## config.mk

```make
export PLATFORM = sky130hd
export DESIGN_NAME = capture_stream_buf
export DESIGN_NICKNAME = d
export VERILOG_FILES = /design/src/rtl/capture_pkg.sv /design/src/rtl/capture_fifo.sv /design/src/rtl/capture_stream_buf.sv
export SDC_FILE = /design/constraint.sdc
export NUM_CORES = 1
export LEC_CHECK = 0
export ABC_AREA = 0
export BUFFER_PORTS_ARGS = -buffer_cell sky130_fd_sc_hd__clkbuf_2
export CORE_MARGIN = 2
export CORE_UTILIZATION = 35
export CTS_CLUSTER_SIZE = 14
export DETAILED_ROUTE_END_ITERATION = 10
export GPL_TIMING_DRIVEN = 1
export PLACE_DENSITY = 0.6
export SYNTH_ARGS = -nofsm -noshare
export SYNTH_HDL_FRONTEND = slang
export SYNTH_SLANG_ARGS = --single-unit
```

## constraint.sdc

```tcl
create_clock -name clk -period 4.5 [get_ports clk]
set_input_delay 0.675 -clock clk [delete_from_list [all_inputs] [get_ports clk]]
set_output_delay 0.675 -clock clk [all_outputs]
set_load 0.05 [all_outputs]
```

## src/rtl/capture_pkg.sv

```systemverilog
// Shared definitions for the capture stream buffer.
// - Default parameter values used by the top and the bench.
// - arb_t and rr_next(): the round-robin winner search, which any channel count up to MAX_CH can
//   use. The per-instance entry struct depends on the instance parameters, so it is declared
//   inside the top.
package capture_pkg;

    localparam int unsigned MAX_CH        = 16;
    localparam int unsigned DEFAULT_WIDTH = 8;
    localparam int unsigned DEFAULT_DEPTH = 8;
    localparam int unsigned DEFAULT_TS_W  = 16;
    localparam int unsigned DEFAULT_CNT_W = 16;

    typedef struct packed {
        logic       found;
        logic [3:0] idx;
    } arb_t;

    // Scan channels rr+1, rr+2, ... (mod num_ch). The first requesting channel wins.
    function automatic arb_t rr_next(input logic [MAX_CH-1:0] req,
                                     input logic [3:0]        rr,
                                     input int unsigned       num_ch);
        arb_t        res;
        int unsigned c;
        logic [3:0]  c4;
        res = '0;
        for (int unsigned k = 1; k <= MAX_CH; k++) begin
            if (k <= num_ch && !res.found) begin
                c  = (32'(rr) + k) % num_ch;
                c4 = 4'(c);
                if (req[c4]) begin
                    res.found = 1'b1;
                    res.idx   = c4;
                end
            end
        end
        return res;
    endfunction

endpackage

```

## src/rtl/capture_fifo.sv

```systemverilog
// Synchronous FIFO of packed capture entries.
// The occupancy counter decides full and empty. The head is read from registered storage at the
// registered read pointer, so an entry written into an empty FIFO shows on the outputs one cycle
// later. It stays stable until it is popped.
// Ports:
//   clk, reset           clock, async active-low reset (storage cleared)
//   push, push_data      write request and entry; ignored when full
//   out_ready            downstream accept; pops when out_valid is high
//   out_valid, out_entry head valid and head entry
//   level                current occupancy, 0..DEPTH
module capture_fifo #(
    parameter int unsigned EW    = 8,
    parameter int unsigned DEPTH = 8
) (
    input  logic                     clk,
    input  logic                     reset,
    input  logic                     push,
    input  logic [EW-1:0]            push_data,
    input  logic                     out_ready,
    output logic                     out_valid,
    output logic [EW-1:0]            out_entry,
    output logic [$clog2(DEPTH):0]   level
);

    localparam int unsigned PTR_W = $clog2(DEPTH);
    localparam int unsigned LVL_W = PTR_W + 1;

    logic [EW-1:0]    mem_q [DEPTH];
    logic [PTR_W-1:0] wr_ptr_q, rd_ptr_q;
    logic [LVL_W-1:0] count_q, count_d;
    logic             full, empty, do_push, do_pop;

    assign full    = (count_q == LVL_W'(DEPTH));
    assign empty   = (count_q == '0);
    assign do_push = push && !full;
    assign do_pop  = out_ready && !empty;

    always_comb begin
        count_d = count_q;
        unique case ({do_push, do_pop})
            2'b10:   count_d = count_q + LVL_W'(1);
            2'b01:   count_d = count_q - LVL_W'(1);
            default: count_d = count_q;
        endcase
    end

    // Pointers are power-of-two wide and wrap on overflow.
    always_ff @(posedge clk or negedge reset) begin
        if (!reset) begin
            wr_ptr_q <= '0;
            rd_ptr_q <= '0;
            count_q  <= '0;
            for (int unsigned i = 0; i < DEPTH; i++) begin
                mem_q[i] <= '0;
            end
        end else begin
            count_q <= count_d;
            if (do_push) begin
                mem_q[wr_ptr_q] <= push_data;
                wr_ptr_q        <= wr_ptr_q + PTR_W'(1);
            end
            if (do_pop) begin
                rd_ptr_q <= rd_ptr_q + PTR_W'(1);
            end
        end
    end

    assign out_valid = !empty;
    assign out_entry = mem_q[rd_ptr_q];
    assign level     = count_q;

endmodule

```

## src/rtl/capture_stream_buf.sv

```systemverilog
// Multi-channel capture buffer.
// It arbitrates NUM_CH valid/ready inputs round-robin and stamps each accepted word with its
// channel id and a free-running timestamp. The stamped words are queued in a DEPTH-entry FIFO
// and drained on one valid/ready output stream.
// Ports:
//   clk, reset             clock, async active-low reset
//   en                     capture enable; low blocks all accepts
//   in_valid/in_data       per-channel inputs; channel i at in_data[i*WIDTH +: WIDTH]
//   in_ready               one-hot (or zero) accept to the winning channel
//   out_valid/out_ready    output handshake
//   out_data/out_ch/out_ts head entry fields
//   level                  FIFO occupancy
//   stall_cnt              saturating count of cycles blocked by a full FIFO
module capture_stream_buf
    import capture_pkg::*;
#(
    parameter int unsigned WIDTH  = DEFAULT_WIDTH,
    parameter int unsigned NUM_CH = 4,
    parameter int unsigned DEPTH  = DEFAULT_DEPTH,
    parameter int unsigned TS_W   = DEFAULT_TS_W,
    parameter int unsigned CNT_W  = DEFAULT_CNT_W
) (
    input  logic                      clk,
    input  logic                      reset,
    input  logic                      en,
    input  logic [NUM_CH-1:0]         in_valid,
    input  logic [NUM_CH*WIDTH-1:0]   in_data,
    output logic [NUM_CH-1:0]         in_ready,
    output logic                      out_valid,
    input  logic                      out_ready,
    output logic [WIDTH-1:0]          out_data,
    output logic [$clog2(NUM_CH)-1:0] out_ch,
    output logic [TS_W-1:0]           out_ts,
    output logic [$clog2(DEPTH):0]    level,
    output logic [CNT_W-1:0]          stall_cnt
);

    localparam int unsigned CH_W  = $clog2(NUM_CH);
    localparam int unsigned LVL_W = $clog2(DEPTH) + 1;

    typedef struct packed {
        logic [WIDTH-1:0] data;
        logic [CH_W-1:0]  ch;
        logic [TS_W-1:0]  ts;
    } entry_t;

    localparam int unsigned EW = $bits(entry_t);

    logic [TS_W-1:0]  ts_q;
    logic [CH_W-1:0]  rr_q, rr_d;
    logic [CNT_W-1:0] stall_q, stall_d;

    arb_t             arb;
    logic [CH_W-1:0]  win_idx;
    logic [WIDTH-1:0] win_data;
    logic             full, accept, stall;
    entry_t           push_entry, head;
    logic [EW-1:0]    head_bits;

    assign full = (level == LVL_W'(DEPTH));

    always_comb begin
        arb     = rr_next(MAX_CH'(in_valid), 4'(rr_q), NUM_CH);
        win_idx = CH_W'(arb.idx);
    end

    // reset gates the accept path too, so in_ready reads 0 while reset is held
    assign accept = arb.found && en && !full && reset;
    // A pop in the same cycle does not free a slot for the winner.
    assign stall  = en && (|in_valid) && full;

    always_comb begin
        in_ready = '0;
        win_data = '0;
        for (int unsigned i = 0; i < NUM_CH; i++) begin
            if (win_idx == CH_W'(i)) begin
                in_ready[i] = accept;
                win_data    = in_data[i*WIDTH +: WIDTH];
            end
        end
    end

    always_comb begin
        rr_d    = accept ? win_idx : rr_q;
        stall_d = stall_q;
        if (stall && !(&stall_q)) begin
            stall_d = stall_q + CNT_W'(1);
        end
        push_entry = '{data: win_data, ch: win_idx, ts: ts_q};
    end

    // rr starts at the last channel so that channel 0 is searched first.
    always_ff @(posedge clk or negedge reset) begin
        if (!reset) begin
            ts_q    <= '0;
            rr_q    <= CH_W'(NUM_CH - 1);
            stall_q <= '0;
        end else begin
            ts_q    <= ts_q + TS_W'(1);
            rr_q    <= rr_d;
            stall_q <= stall_d;
        end
    end

    capture_fifo #(
        .EW    (EW),
        .DEPTH (DEPTH)
    ) u_fifo (
        .clk       (clk),
        .reset     (reset),
        .push      (accept),
        .push_data (push_entry),
        .out_ready (out_ready),
        .out_valid (out_valid),
        .out_entry (head_bits),
        .level     (level)
    );

    assign head      = entry_t'(head_bits);
    assign out_data  = head.data;
    assign out_ch    = head.ch;
    assign out_ts    = head.ts;
    assign stall_cnt = stall_q;

endmodule

```

==> results of run 1 <==
==> placed cells by master, fill, tap and decap left out, types with 4 or more instances in the layout <==
cell type and instances:
mux2_2 199, clkbuf_1 5, nand3_1 13, nand4_1 8, clkbuf_2 89, nand2b_1 4
mux2_4 28, mux2i_1 17, nor2_1 21, nor3_1 5, mux2i_2 7, buf_4 18
nand2_1 28, clkbuf_16 27, mux4_2 52, dfrtp_1 248, xnor2_1 21, xor2_1 13
inv_1 5, a21oi_1 9, clkbuf_8 10, o21ai_0 9, ha_1 7, and3_1 5
==> how the worst max path moves through the flow <==
stage,from,endpoint,cells past startpoint
6_report,u_fifo.rd_ptr_q[0]$_DFFE_PN0P_,out_ch[0],4
5_1_grt,u_fifo.rd_ptr_q[0]$_DFFE_PN0P_,out_data[7],4
4_1_cts,u_fifo.rd_ptr_q[0]$_DFFE_PN0P_,out_data[7],4
3_5_place_dp,in_valid[3],u_fifo.mem_q[155]$_DFFE_PN0P_,6
3_3_place_gp,reset,u_fifo.mem_q[144]$_DFFE_PN0P_,5
2_1_floorplan,in_valid[0],in_ready[2],7
==> layout make-up <==
class                   instances  area [µm²]  area share
flip-flops and latches        252        6310       0.460
clock buffers                  42         832      0.0607
multi-input cells             477        5280       0.385
well taps                     448         561      0.0409
inverters                       7        31.3     0.00228
clock inverters                 6        83.8     0.00611
repair buffers                109         616      0.0449
==> metrics by stage <==
stage / hold WS (ns) / total power, mW / worst slack, ns / instances / util
floorplan: 0.379 / 6.00 / 1.22 / 795 / -
global route: 0.0389 / 9.51 / 0.813 / 1341 / 0.407
global placement: 0.459 / 6.77 / 1.40 / 1293 / 0.380
CTS: 0.0190 / 9.14 / 0.887 / 1341 / 0.407
finish: 0.0254 / 9.00 / 0.964 / 1341 / 0.407
detailed placement: 0.470 / 6.84 / 1.37 / 1293 / 0.380
==> state kept, by name (all words and copies together), names as in the netlist <==
signal           count
u_fifo.wr_ptr_q      3
rr_q                 2
ts_q                16
u_fifo.level         4
u_fifo.mem_q       208
stall_cnt           16
u_fifo.rd_ptr_q      3
==> worst max-delay path: cells and delay by family (launching register included) <==
kind,cells,cell delay [ns]
DFF,1,0.90
muxes,2,0.83
buffers and inverters,2,0.56
==> power by group <==
group	internal, mW	switching (mW)	leakage (nW)
clock network	1.38	0.888	0.455
registers	2.90	0.554	3.28
logic	1.53	1.76	2.60
total	5.81	3.20	6.33
==> cells by family (layout without fill, tap and decap cells) <==
kind of cell,after synthesis,after routing,share of synthesized area
flip-flops,252,252,0.525
AO/OA/AOI/OAI,28,28,0.0141
buffers and inverters,66,164,0.0364
adder cells (fa/ha/maj),7,7,0.00729
XOR/XNOR,34,34,0.0248
multiplexers,304,304,0.342
AND/OR/NAND/NOR,104,104,0.0499
==> routing by layer <==
metal | GRT usage | vias to the layer above | routed length, µm | share of wire
met3 | 0.0245 | 34 | 1060 | 0.042
met2 | 0.224 | 124 | 11400 | 0.45
li1 | - | 3062 | - | -
met1 | 0.213 | 3521 | 12400 | 0.49
met5 | 0 | - | 0 | 0
met4 | 0.0304 | 0 | 401 | 0.016
==> out/metrics.cfg, run 1 <==
[synthesis]
post_synth.cell_area_avg_um2 = 15.1
netlist_area_um2 = 12000
syn_nets = 842
async_reset_ff_frac = 1.00
synth_edf_count = 0
yosys-top-cells-area = dfrtp_1 (52%), mux2_2 (19%), mux4_2 (9.8%)
yosys_most_used_dff = dfrtp_1
synth_seq_cells = 252
synthTopCellsByCount = dfrtp_1 (250), mux2_2 (199), mux4_2 (52)
seq_area_frac_synth = 0.525
synth_top_area_frac = 0.521
synth.distinct_cells = 50
synth_top_cell_by_area = dfrtp_1
yosys_warnings = 0
yosysMostFrequentCell = dfrtp_1
syn_inst = 795

[sta]
clock_skew_ns = 0.00904
setup_viol = 0
fmax_mhz = 283
relSlewSlack = 0.423
fin_tns_setup_ns = 0
fin_crit_ns = 3.54
finalCritPeriodShare = 0.786
drv_slew = 0
rsz0062_at_grt = false
hold_viol = 0
tightest_slew_ns = 0.865

[global_routing]
grt_max_degree = 69
grt_overflow = 0
grt_pass1_wl_um = 40900
grt_pass1_vias = 7100
antenna_found_initial = 0
grtUsageTotal = 0.144

[placement]
gp_congestion = 0.709
dpl_cell_area_um2 = 12800
hpwl_um = 14700
port_buffers = 90

[routing]
drtAntennaViolNets = 0
routed_wl_um = 25300
vias = 6741
drc = 0
wire_per_inst_um = 18.8
viasPerCell = 5.03
first_iter_violations = 309
first_pass_iters = 4

[critical_path]
crit_arrival_ns = 2.86
critPathCaptureType = output pin
r2r_slack_ns = 1.77
required_ns = 3.83
crit_fanout = 32
rr_worst_depth = 10
crit-reg2reg-launch = u_fifo.level[1]$_DFFE_PN0P_
cpMaxStageDelayCell = dfrtp_4
rr_endpoint = u_fifo.level[2]$_DFFE_PN0P_
max_stage_delay_ns = 0.90
cp_cell_sequence = buf_12 -> mux4_2 -> mux2_2 -> clkbuf_2
crit_type = register to output pin
crit_path_start_kind = register

[clocking]
worstSkewPairLatency_ns = 0.52
cts_setup_buffers = 0
cts_hold_buf = 0
clkTransAtPathRegs_ns = 0.06
ctsResizeCount = 0
clock_sinks = 252
cts_root_buffer = clkbuf_16
cts_tree = yes
cts_buffers = 27
clk_path_buf_depth = 3
h-tree-depth = 1

[cells_and_area]
fin_nets = 921
antenna_cells = 0
drive_gt1_frac = 0.508
area_delta_synth_final_pct = 14.2
fin_area_um2 = 13700
fillers = 3170

[power]
pwr_density_cell_nw_per_um2 = 656
peakVddDrop_mv = 0.401
leakage_nw = 6.33

[die]
die_w_um = 189
io_pins = 91
core_area_um2 = 33700
dieArea_um2 = 35800
start_util = 0.356
die_y_um = 189
fp-row-count = 67

[job]
max_cap_violations = 0

[run_status]
status = complete, no violations

[worst_hold_path]
hp-class = input pin to async pin

(Power assumes the default switching activity.)
==> run 2: changes to the inputs <==
Clock period 4.5 ns to 3.65 ns, I/O delays scaled along.
==> out/metrics.cfg, run 2 (synthesis gave the netlist of run 1 again) <==
[cells_and_area]
fillers = 3150  ; -0.63%
final_common_cell = dfrtp_1
area_delta_synth_final_pct = 15.5
fin_util = 0.412  ; +0.00460
largest_register_ffs = 208  ; unchanged
fin_nets = 930  ; +0.98%
antenna_cells = 0  ; unchanged
drive_gt1_frac = 0.513  ; +0.00488
final_cell_mix = dfrtp_1 (248), mux2_2 (199), clkbuf_2 (89), mux4_2 (52), clkbuf_16 (29)
register_area_um2 = 6310  ; unchanged
multi_input_area_um2 = 5280  ; unchanged
top_register = u_fifo.mem_q

[global_routing]
antenna_found_initial = 1  ; +1
grt_overflow = 0  ; unchanged
grt_pass1_wl_um = 42100  ; +2.7%
grt_pass1_vias = 7438  ; +4.8%
grtUsageTotal = 0.148  ; +0.00346
grt_max_degree = 164  ; +140%

[power]
finalPower_mw = 11.2  ; +25%
leakage_nw = 6.41  ; +1.3%
peakVddDrop_mv = 0.693  ; +73%
pwr_density_cell_nw_per_um2 = 810  ; +23%

[routing]
viasPerCell = 5.03  ; about the same
first_iter_violations = 307  ; -0.65%
wire_per_inst_um = 18.8  ; about the same
first_pass_iters = 4  ; unchanged
drtAntennaViolNets = 0  ; unchanged
routed_wl_um = 25500  ; +0.82%
drc = 0  ; unchanged
vias = 6803  ; +0.92%

[sta]
fin_tns_setup_ns = 0  ; unchanged
tightest_slew_ns = 1.08  ; +0.219 ns
finalWorstSetupSlack_ns = 0.340  ; -0.624 ns
setup_viol = 0  ; unchanged
relSlewSlack = 0.272  ; -0.151
fmax_mhz = 302
finalCritPeriodShare = 0.907
fin_crit_ns = 3.31
drv_slew = 0  ; unchanged
clock_skew_ns = 0.0175  ; +0.00841 ns
hold_viol = 0  ; unchanged
rsz0062_at_grt = false

[die]
fp-row-count = 67  ; unchanged
die_w_um = 189  ; unchanged
dieArea_um2 = 35800  ; unchanged
start_util = 0.356  ; unchanged
core_area_um2 = 33700  ; unchanged
die_y_um = 189  ; unchanged
io_pins = 91  ; unchanged

[clocking]
cts_tree = yes
cts_setup_buffers = 0  ; unchanged
clk_path_buf_depth = 3  ; unchanged
clock_sinks = 252  ; unchanged
clkTransAtPathRegs_ns = 0.06  ; about the same
cts_hold_buf = 0  ; unchanged
h-tree-depth = 1  ; unchanged
cts_root_buffer = clkbuf_16
ctsResizeCount = 0  ; unchanged
worstSkewPairLatency_ns = 0.54  ; +0.02 ns
cts_buffers = 28  ; +3.7%

[worst_hold_path]
hp-class = input pin to async pin

[placement]
gp_congestion = 0.740  ; +4.4%
hpwl_um = 15500  ; +5.8%
post-place-ws_ns = 0.686  ; -0.686 ns
port_buffers = 90  ; unchanged

[job]
max_cap_violations = 0  ; unchanged

[run_status]
status = complete, no violations

[critical_path]
crit_path_start_kind = register
crit_type = register to output pin
critPathCaptureType = output pin
r2r_slack_ns = 0.97  ; -0.80 ns
crit_fanout = 32  ; unchanged
crit_arrival_ns = 2.76  ; -0.10 ns
required_ns = 3.10  ; -0.73 ns

-- run 2: cell count changes in the layout (fill, tap and decap cells not counted), sizes merged --
cell,delta
clkbuf,+1
buf,+8
clkinv,+2
-- run 2: worst paths after layout --
path	endpoint	from	cells after the start
min reg2reg	u_fifo.mem_q[78]$_DFFE_PN0P_	u_fifo.mem_q[78]$_DFFE_PN0P_	2
min in group clk	u_fifo.rd_ptr_q[0]$_DFFE_PN0P_	out_ready	3
max reg2reg	u_fifo.mem_q[74]$_DFFE_PN0P_	u_fifo.level[1]$_DFFE_PN0P_	6
max	out_ts[13]	u_fifo.rd_ptr_q[0]$_DFFE_PN0P_	4
max in group asynchronous	u_fifo.rd_ptr_q[1]$_DFFE_PN0P_	reset	3
min	u_fifo.mem_q[118]$_DFFE_PN0P_	reset	2
-- run 2: metrics by stage --
stage,std cells,hold slack (ns),cell area (µm²)
2_1_floorplan,795,0.252,12000
3_3_place_gp,1301,0.460,12900
3_5_place_dp,1301,0.471,12900
4_1_cts,1352,0.146,13900
5_1_grt,1352,0.180,13900
6_report,1352,0.130,13900
-- run 2: critical path, stage by stage (launching register included) --
cell and delay [ns]:
dfrtp_4 0.88, buf_4 0.29, mux4_2 0.49, mux2_2 0.29, clkbuf_2 0.24
-- run 2: power by group --
part / leakage, nW / switching (mW) / internal [mW] / total [mW]
registers: 3.28 / 0.634 / 3.57 / 4.21
logic: 2.66 / 2.23 / 1.94 / 4.17
clock network: 0.474 / 1.11 / 1.75 / 2.86
total: 6.41 / 3.98 / 7.26 / 11.2
-- run 2: area by class of cell --
| cell class | instances | area share |
|---|---|---|
| inverters | 7 | 0.00225 |
| flip-flops and latches | 252 | 0.455 |
| repair buffers | 117 | 0.0532 |
| well taps | 448 | 0.0404 |
| multi-input cells | 477 | 0.381 |
| clock inverters | 8 | 0.00649 |
| clock buffers | 43 | 0.0619 |
-- run 2: layer usage --
layer | GRT usage | up-vias | wire, µm
met5 | 0 | - | 0
met1 | 0.221 | 3560 | 12700
met3 | 0.0226 | 31 | 1010
met4 | 0.0301 | 0 | 396
met2 | 0.230 | 126 | 11400
li1 | - | 3086 | -
==> run 3: changes to the inputs <==
==> constraint.sdc (replaced) <==
create_clock -name clk -period 3.8 [get_ports clk]
set_input_delay 0.38 -clock clk [delete_from_list [all_inputs] [get_ports clk]]
set_output_delay 0.38 -clock clk [all_outputs]
set_load 0.05 [all_outputs]
==> out/metrics.cfg, run 3 (synthesis gave the netlist of run 1 again) <==
[sta]
finalCritPeriodShare = 0.807
drv_slew = 0  ; unchanged
setup_viol = 0  ; unchanged
fin_crit_ns = 3.07
finalWorstSetupSlack_ns = 0.732  ; +0.392 ns
hold_viol = 0  ; unchanged
rsz0062_at_grt = false
fin_tns_setup_ns = 0  ; unchanged
relSlewSlack = 0.400  ; +0.128
clock_skew_ns = 0.0140  ; -0.00342 ns
fmax_mhz = 326
tightest_slew_ns = 0.900  ; -0.184 ns

[cells_and_area]
antenna_cells = 0  ; unchanged
layoutNonFillerInstCount = 1342  ; -0.74%
final_cell_mix = dfrtp_1 (248), mux2_2 (199), clkbuf_2 (89), mux4_2 (52)
drive_gt1_frac = 0.504  ; -0.00880
area_delta_synth_final_pct = 14.3
fin_nets = 921  ; -0.97%
fin_util = 0.407  ; -0.00442
final_common_cell = dfrtp_1
top_register = u_fifo.mem_q
largest_register_ffs = 208  ; unchanged

[clocking]
clk_path_buf_depth = 3  ; unchanged
cts_root_buffer = clkbuf_16
ctsResizeCount = 0  ; unchanged
h-tree-depth = 1  ; unchanged
cts_tree = yes
worstSkewPairLatency_ns = 0.53  ; about the same
clock_sinks = 252  ; unchanged
clkTransAtPathRegs_ns = 0.06  ; about the same
cts_buffers = 27  ; -3.6%

[routing]
routed_wl_um = 25100  ; -1.5%
top_layer_used = met4
wl_met2_um = 11500  ; +0.79%
met3WireLength_um = 854  ; -15%
first_iter_violations = 307  ; unchanged
drc = 0  ; unchanged
met1_length_um = 12400  ; -2.4%
vias = 6696  ; -1.6%
viasPerCell = 4.99  ; -0.84%
wire_per_inst_um = 18.7  ; -0.77%
drtAntennaViolNets = 0  ; unchanged
first_pass_iters = 4  ; unchanged

[critical_path]
cp_cell_sequence = buf_4 -> mux4_2 -> mux2_2 -> clkbuf_2
critPathCaptureType = output pin
crit_path_start_kind = register
crit_type = register to output pin
max_stage_delay_ns = 0.77  ; -0.11 ns
rr_endpoint = u_fifo.level[2]$_DFFE_PN0P_
crit_arrival_ns = 2.69  ; -0.07 ns
required_ns = 3.42  ; +0.32 ns
r2r_slack_ns = 1.07  ; +0.10 ns
cpMaxStageDelayCell = dfrtp_4
rr_worst_depth = 10  ; +4
crit_fanout = 25  ; -22%
crit-reg2reg-launch = u_fifo.level[1]$_DFFE_PN0P_

[power]
pwr_density_cell_nw_per_um2 = 775  ; -4.4%
pwr-share-seq = 0.377  ; +0.003
peakVddDrop_mv = 0.651  ; -6.1%
p_clk_frac = 0.249  ; -0.005
switchingPower_mw = 3.79  ; -4.8%
pwr-share-comb = 0.374  ; +0.003
finalPower_mw = 10.6  ; -5.4%
p_sw_frac = 0.356  ; +0.00201
p_int_mw = 6.85  ; -5.7%
leakage_nw = 6.33  ; -1.4%

[die]
fp-row-count = 67  ; unchanged
die_w_um = 189  ; unchanged
core_area_um2 = 33700  ; unchanged
io_pins = 91  ; unchanged
die_y_um = 189  ; unchanged
start_util = 0.356  ; unchanged
dieArea_um2 = 35800  ; unchanged

[run_status]
status = complete, no violations

[worst_hold_path]
holdPathStages = 3
hp-class = input pin to register
min_to = u_fifo.rd_ptr_q[0]$_DFFE_PN0P_
min_from = out_ready

[placement]
hpwl_um = 14600  ; -6.1%
post-place-ws_ns = 1.02  ; +0.338 ns
port_buffers = 90  ; unchanged
dpl.cell_count = 1292  ; -0.69%
gp_congestion = 0.727  ; -1.7%

[global_routing]
grt_overflow = 0  ; unchanged
grtUsageTotal = 0.142  ; -0.00589
grt_pass1_wl_um = 40400  ; -3.9%
antenna_found_initial = 0  ; -1
grt_max_degree = 169  ; +3.0%
grt_pass1_vias = 7052  ; -5.2%

[job]
max_cap_violations = 0  ; unchanged

-- run 3: cell types whose count changed in the layout (fill, tap and decap cells not counted), sizes merged --
| cell | before | now |
|---|---|---|
| dlygate4sd3 | 0 | 1 |
| clkbuf | 132 | 131 |
| clkinv | 7 | 4 |
| buf | 28 | 19 |
| inv | 6 | 8 |
-- run 3: worst max-delay path by stage --
stage                                               from                           to  slack [ns]  depth (start not counted)
after floorplan              u_fifo.level[1]$_DFFE_PN0P_  u_fifo.level[3]$_DFFE_PN0P_        0.76                          8
after global placement                       in_valid[2]  u_fifo.level[2]$_DFFE_PN0P_        1.06                         11
after detailed placement                     in_valid[2]  u_fifo.level[2]$_DFFE_PN0P_        1.02                         11
after CTS                 u_fifo.rd_ptr_q[0]$_DFFE_PN0P_                  out_data[7]        0.66                          4
after global routing      u_fifo.rd_ptr_q[0]$_DFFE_PN0P_                  out_data[7]        0.58                          4
final                     u_fifo.rd_ptr_q[0]$_DFFE_PN0P_                   out_ts[13]        0.73                          4
-- run 3: power groups by stage --
stage	clock network, mW	logic, mW	registers [mW]
final	2.64	3.98	4.01
after global routing	2.83	4.25	4.11
after CTS	2.72	4.07	4.01
after detailed placement	0	4.06	4.05
after global placement	0	4.01	4.03
after floorplan	0	3.24	3.87
-- run 3: final cells by class --
type                            instances  area (µm²)
Clock buffer                           42         802
Clock inverter                          7        92.6
Fill cell                            3156       20000
Inverter                                7        31.3
Multi-Input combinational cell        477        5280
Sequential cell                       252        6310
Tap cell                              448         561
Timing Repair Buffer                  109         643
-- run 3: metal layers --
metal	up-vias	track usage
met3	29	0.0211
met2	112	0.224
met4	0	0.0277
li1	3066	-
met1	3489	0.210
met5	-	0
-- run 3: critical path, delay by kind of cell (launching register included) --
family	cells	cell delay (ns)
muxes	2	0.83
DFF	1	0.77
buffers and inverters	2	0.53
-- run 3: per-stage QoR --
step | hold WS (ns) | area [µm²]
CTS | 0.202 | 13700
detailed placement | 0.275 | 12800
global placement | 0.273 | 12800
finish | 0.227 | 13700
floorplan | 0.0844 | 12000
global route | 0.234 | 13700
-- run 3: repair_timing --
action | CTS | global route
hold endpoints to repair | 32 | 0
hold buffers | 1 | 0
setup buffers | 0 | 0
